## config.mk

```make
export PLATFORM = sky130hd
export DESIGN_NAME = comparator_4b_bist
export DESIGN_NICKNAME = d
export VERILOG_FILES = /design/src/rtl/comparator_4b_bist.sv
export SDC_FILE = /design/constraint.sdc
export NUM_CORES = 1
export LEC_CHECK = 0
export CAP_MARGIN = 20
export CORE_MARGIN = 2
export CORE_UTILIZATION = 56
export CTS_CLUSTER_DIAMETER = 50
export CTS_CLUSTER_SIZE = 12
export DETAILED_ROUTE_END_ITERATION = 6
export GPL_TIMING_DRIVEN = 1
export PLACE_DENSITY = 0.85
export REMOVE_ABC_BUFFERS = 1
export SETUP_SLACK_MARGIN = 0.15
export SYNTH_ARGS = -nofsm -noshare
export SYNTH_HDL_FRONTEND = slang
export SYNTH_SLANG_ARGS = --single-unit
```

## constraint.sdc

```tcl
create_clock -name clk -period 7.8 [get_ports clk]
set_input_delay 0.78 -clock clk [delete_from_list [all_inputs] [get_ports clk]]
set_output_delay 0.78 -clock clk [all_outputs]
set_load 0.005 [all_outputs]
```

## src/rtl/comparator_4b_bist.sv

```systemverilog
// Self-test sequencer for a 4-bit magnitude comparator: sweeps all A/B pairs,
// checks the returned flags against a golden model and reports the results.
// Optional macro COMP4B_BIST_STOP_ON_FAIL_EN ends the sweep on the first mismatch.
module comparator_4b_bist #(
    parameter int WIDTH         = 4,
    parameter int SETTLE_CYCLES = 2,
    parameter int ERR_W         = 2*WIDTH+1
) (
    input  logic             clk,
    input  logic             rst_n,
    input  logic             start,
    output logic [WIDTH-1:0] a_out,
    output logic [WIDTH-1:0] b_out,
    input  logic             a_great_b_in,
    input  logic             a_equal_b_in,
    input  logic             a_less_b_in,
    output logic             busy,
    output logic             done,
    output logic             pass,
    output logic [ERR_W-1:0] err_count,
    output logic [WIDTH-1:0] fail_a,
    output logic [WIDTH-1:0] fail_b
);

    typedef enum logic [1:0] {
        S_IDLE,
        S_RUN,
        S_DONE
    } state_t;

    localparam logic [3:0]         SETTLE_MAX = 4'(SETTLE_CYCLES);
    localparam logic [ERR_W-1:0]   ERR_SAT    = '1;
    localparam logic [ERR_W-1:0]   ERR_ONE    = ERR_W'(1);
    localparam logic [2*WIDTH-1:0] VEC_ONE    = (2*WIDTH)'(1);

    state_t             state;
    state_t             state_next;
    logic [3:0]         settle_cnt;
    logic [2*WIDTH-1:0] vec;
    logic               sample;
    logic               last_vec;
    logic               exp_gt;
    logic               exp_eq;
    logic               exp_lt;
    logic               mismatch;
    logic               stop_now;
    logic [ERR_W-1:0]   err_next;

    assign vec = {a_out, b_out};

    // Golden model and sample/terminate decisions for the current RUN edge.
    always_comb begin
        sample   = (state == S_RUN) && (settle_cnt == SETTLE_MAX);
        last_vec = &vec;
        exp_gt   = a_out > b_out;
        exp_eq   = a_out == b_out;
        exp_lt   = a_out < b_out;
        mismatch = sample &&
                   ({a_great_b_in, a_equal_b_in, a_less_b_in} != {exp_gt, exp_eq, exp_lt});
        err_next = err_count;
        if (mismatch && (err_count != ERR_SAT)) begin
            err_next = err_count + ERR_ONE;
        end
`ifdef COMP4B_BIST_STOP_ON_FAIL_EN
        stop_now = sample && (last_vec || mismatch);
`else
        stop_now = sample && last_vec;
`endif
    end

    always_ff @(posedge clk or negedge rst_n) begin
        if (!rst_n) begin
            state <= S_IDLE;
        end else begin
            state <= state_next;
        end
    end

    always_comb begin
        state_next = state;
        case (state)
            S_IDLE, S_DONE: begin
                if (start) begin
                    state_next = S_RUN;
                end
            end
            S_RUN: begin
                if (stop_now) begin
                    state_next = S_DONE;
                end
            end
            default: state_next = S_IDLE;
        endcase
    end

    always_comb begin
        busy = (state == S_RUN);
        done = (state == S_DONE);
    end

    always_ff @(posedge clk or negedge rst_n) begin
        if (!rst_n) begin
            a_out      <= '0;
            b_out      <= '0;
            settle_cnt <= '0;
            err_count  <= '0;
            fail_a     <= '0;
            fail_b     <= '0;
            pass       <= 1'b0;
        end else begin
            case (state)
                S_IDLE, S_DONE: begin
                    if (start) begin
                        a_out      <= '0;
                        b_out      <= '0;
                        settle_cnt <= '0;
                        err_count  <= '0;
                        fail_a     <= '0;
                        fail_b     <= '0;
                        pass       <= 1'b0;
                    end
                end
                S_RUN: begin
                    if (!sample) begin
                        settle_cnt <= settle_cnt + 4'd1;
                    end else begin
                        err_count <= err_next;
                        // An empty error count marks the first failure of this sweep.
                        if (mismatch && (err_count == '0)) begin
                            fail_a <= a_out;
                            fail_b <= b_out;
                        end
                        if (stop_now) begin
                            pass <= (err_next == '0);
                        end else begin
                            {a_out, b_out} <= vec + VEC_ONE;
                            settle_cnt     <= '0;
                        end
                    end
                end
                default: ;
            endcase
        end
    end

endmodule

```

### Word level (Yosys, flattened, before mapping)

Cells that the tools add are included.
W data, S select, Z words.

* bits in registers: 32
* input port bits: 6
* output and inout port bits: 28
* logic and storage cells: 69

* add/sub/neg operators: 3
* order comparisons: 2
* eq/ne operators: 12
* muxes and demuxes: 27
* reductions and logical operators: 17

Operators with widths (count)
* $mux W4: 11
* $pmux W4 S2: 5
* $mux W9: 3
* $logic_not A9 Y1: 2
* $pmux W9 S2: 1
* $reduce_and A4 Y1: 3
* $add A9 B1 Y9 const B: 1
* $ne A9 B9 Y1 const B: 1
* $add A8 B1 Y8 const B: 1
* $reduce_and A8 Y1: 1
* $ne A2 B1 Y1 const B: 3
* $reduce_and A3 Y1: 2
* $logic_and A1 B1 Y1: 5
* $add A4 B1 Y4 const B: 1
* $eq A4 B2 Y1 const B: 1
* $eq A4 B4 Y1: 1
* $gt A4 B4 Y1: 1
* $lt A4 B4 Y1: 1
* $mux W2: 2
* $ne A2 B2 Y1 const B: 2
* $pmux W2 S2: 1
* $mux W1: 3
* $ne A3 B3 Y1: 1
* $ne A3 B3 Y1 const B: 1
* other kinds (7): 7

### Longest topological paths before layout

* depth in word-level cells: 9
* depth in mapped cells: 13
* depth with buffers taken out: 12

### Worst setup path after synthesis

Ideal clock, no wire load.

* kind: reg-to-reg
* start point: register b_out[2]
* end point: register pass
* setup time: 76 ps
* arrival: 2497 ps
* required time: 7724 ps
* setup slack: 5227 ps
* stages on the path, launching flop included: 10
* path buffers: 0
* period minus slack after synthesis: 2573 ps
* cell sequence: dfrtp_1 > inv_1 > ha_1 > nand4_2 > or4b_1 > a21oi_2 > nor4_2 > or4_1 > a221o_1 > o21ai_1

* longest elaborated chain between the ends: 9
* elaborated cells between the ends (all ways): 15
* those cells by class: 2 x order compare; 3 x eq/ne; 4 x mux; 6 x reduce/logical

Ends and longest elaborated chain
* start, declared: RTL line 13 `output logic [WIDTH-1:0] b_out,`
* start signal, assigned: RTL line 136 `{a_out, b_out} <= vec + VEC_ONE;`
* $lt A4 B4 Y1 (tied with other cells): RTL line 57 `exp_lt = a_out < b_out;`
* $ne A3 B3 Y1: RTL line 59 `({a_great_b_in, a_equal_b_in, a_less_b_in} != {exp_gt, exp_eq, exp_lt});`
* $logic_and A1 B1 Y1: RTL line 58 `mismatch = sample &&`
* $logic_and A1 B1 Y1: RTL line 61 `if (mismatch && (err_count != ERR_SAT)) begin`
* $mux W9: RTL line 61
* $logic_not A9 Y1: RTL line 134 `pass <= (err_next == '0);`
* $mux W1: RTL line 133 `if (stop_now) begin`
* $mux W1: RTL line 124 `if (!sample) begin`
* $pmux W1 S2: RTL line 111 `case (state)`
* end signal, assigned: RTL line 134
* end, declared: RTL line 19 `output logic pass,`

Several ways; a longest one is shown, not always the timed one. The select of a mux whose other input is x is not followed.
A chain may end at the register's enable or synchronous reset.

### Final worst setup path

Ends and elaborated chain as after synthesis.

==> qor.txt <==
Remaining DRCs: 0
worst hold path depth: 1
Routed Wire Length: 3794 microns
maximum vdd ir drop: 0.0001752 V
Post-CTS Hold Buffers: 0
WL met1: 1813 microns
Post-synth EDFFs: 0
top cells by area, synth: dfrtp_1, ha_1, mux2i_1
TritonCTS clock tree: yes
clk buf depth: 2
RR Startpoint: b_out[2]
Avg Vias per Cell: 5.660
grt ovf: 0
Sink Count: 32
Cell Pwr Density: 260.6 nW/um^2
FF-to-FF End: pass
CTS buffer count: 5
first-pass GRT wire length: 6078 microns
drt first-iter violations: 62
synth warn: 0
sequential area share after synthesis: 43.30%
Post-synth ARST share: 100.0%
diodes inserted: 0
area leader, netlist: dfrtp_1
largest net degree at the start of global routing: 33
port buffer count: 33
clk root buf: clkbuf_4
Buf/Inv on CP: 1
Ports: 34
fill count: 233
Setup CP Type: register to register
FF+latch count, synth: 32
H-Tree Depth: 2
most frequent cells in the layout: clkdlybuf4s50_1, dfrtp_1, nand2_1, inv_1, o21ai_0
Max Slew Vio Count: 0
GRT Overall Usage: 22.04%
CP startpoint kind: register
Max Cap Violations: 0
synth unique cells: 42
clk_lat worst skew: 0.34 ns
FP Rows: 20
Pleak: 0.9717 nW
relative slew slack: 35.70%
Hold WC Path Type: register to register
DRT antenna net count: 0
Crit. End Element: register
Final Hold Fails: 0
critical path arrival: 3.29 ns
core area: 3103 sq um
commonest non-fill, non-tap cell in the layout: clkdlybuf4s50_1
Hold Path End: settle_cnt[3]
met2 WL: 1740 microns
Top Layer Used: met4
Starting Density: 59.60%
clk slew on worst S/H paths: 0.10 ns
TritonRoute pass-1 iters: 4
die area: 3778 sq um
placed cell areas: 2218 sq um
cell count after synthesis: 202
layout cells sized above 1: 5.042%
Routed WL per cell: 13.45 microns
worst reg2reg path depth: 9
Final nets: 253
Post-Synthesis Cell Area: 1849 sq um
Final Cycle Share: 38.66%
Area growth, synth to finish: 23.14%
number of global-route vias before repair: 1,391
Hold Startpoint: settle_cnt[3]
Max FO, Critical Path: 13
die span in y: 61.47 microns
Crit-path slowest cell: nor4_2
Vias: 1,596
chip width: 61.47 microns
fin crit period: 3.016 ns
clk_skew: 0.008920 ns
endpoints failing setup: 0
CP top delay family: simple AND/OR/NAND/NOR gates
cells resized by post-CTS repair: 0
initial antenna violation count: 0
met3 routed WL: 179 microns
postcts setup bufs: 0
RSZ-0062 raised after global routing: no
Max stage delay on crit path: 0.84 ns
f_max: 331.6 MHz
Synth top area share: 43.30%
Finished Cell Area: 2277 sq um
Critical Path RT: 8.07 ns
routability-driven placement congestion ratio: 0.8070
HPWL Detailed: 2823 microns
pin slew with the least headroom to its limit: 0.9565 ns
flop-to-flop setup slack: 4.78 ns
Primary FF master, synth: dfrtp_1
setup TNS: 0 ns
crit path cell chain: inv_1, ha_1, nand4_2, xor2_1, and4_1, nor4_2, nand4_1, a221o_1, o21ai_1
Avg Cell Area, Syn: 9.155 sq um
status: complete, no violations
## through the flow
| stage | util [%] | hold WS [ns] | worst slack (ns) | total power, mW | cells |
|---|---|---|---|---|---|
| floorplan | - | 0.4667 | 5.165 | 0.3929 | 196 |
| global placement | 71.49 | 0.4902 | 4.681 | 0.4844 | 274 |
| detailed placement | 71.49 | 0.4999 | 4.613 | 0.4948 | 274 |
| CTS | 73.39 | 0.5172 | 4.809 | 0.5941 | 282 |
| global route | 73.39 | 0.5409 | 4.561 | 0.6375 | 282 |
| finish | 73.39 | 0.5141 | 4.784 | 0.5934 | 282 |
## worst register-to-register path: cells and delay by family (launching register included)
kind / cells / cell delay, ns
compound gates: 2 / 0.46
xor+xnor: 1 / 0.17
fa+ha+maj: 1 / 0.33
buf+inv: 1 / 0.11
flops: 1 / 0.47
simple gates: 4 / 1.43
## cells by family (layout without fill, tap and decap cells)
group,count (synthesis),in the layout,synth area share (%)
xor+xnor,7,7,3.315
fa+ha+maj,10,10,6.766
compound gates,36,36,12.11
simple gates,82,82,23.88
buf+inv,25,61,5.141
flops,32,32,43.30
mux,10,10,5.481
## power by group
part	switching, mW	internal, mW
registers	0.0441	0.203
clock network	0.0574	0.0445
logic	0.122	0.122
total	0.223	0.370
## cells in the mapped netlist, types with 4 or more instances
| library cell | count |
|---|---|
| inv_1 | 19 |
| a21oi_1 | 4 |
| nand4_1 | 9 |
| o21ai_0 | 16 |
| nand3_1 | 10 |
| dfrtp_1 | 32 |
| xnor2_1 | 5 |
| nor2_1 | 13 |
| mux2i_1 | 9 |
| clkbuf_1 | 4 |
| nand2_1 | 22 |
| ha_1 | 10 |
## layout make-up
class / count / area (sq um) / area share [%]
Timing Repair Buffer: 34 / 337.8 / 14.84
Inverter: 19 / 71.32 / 3.132
Sequential cell: 32 / 800.8 / 35.16
Clock buffer: 8 / 58.81 / 2.582
Tap cell: 44 / 55.05 / 2.418
Multi-Input combinational cell: 145 / 953.4 / 41.87
## metal layers
metal | GRT usage [%] | vias up
met5 | 0 | -
met3 | 4.412 | 8
met2 | 34.35 | 37
met4 | 8.207 | 0
met1 | 30.60 | 761
li1 | - | 790
## how the worst max path moves through the flow
stage | startpoint | to | slack [ns] | depth (start not counted)
2_1_floorplan | b_out[2] | pass | 5.17 | 9
3_3_place_gp | a_equal_b_in | pass | 4.68 | 7
3_5_place_dp | a_equal_b_in | pass | 4.61 | 7
4_1_cts | b_out[2] | pass | 4.81 | 9
5_1_grt | b_out[1] | pass | 4.56 | 9
6_report | b_out[2] | pass | 4.78 | 9
## state kept, by name, summed over array words and instances, names as in the netlist
register	cells
settle_cnt	4
fail_a	4
fail_b	4
err_count	9
a_out	4
b_out	4
pass	1
state	2
(Power assumes the default switching activity.)
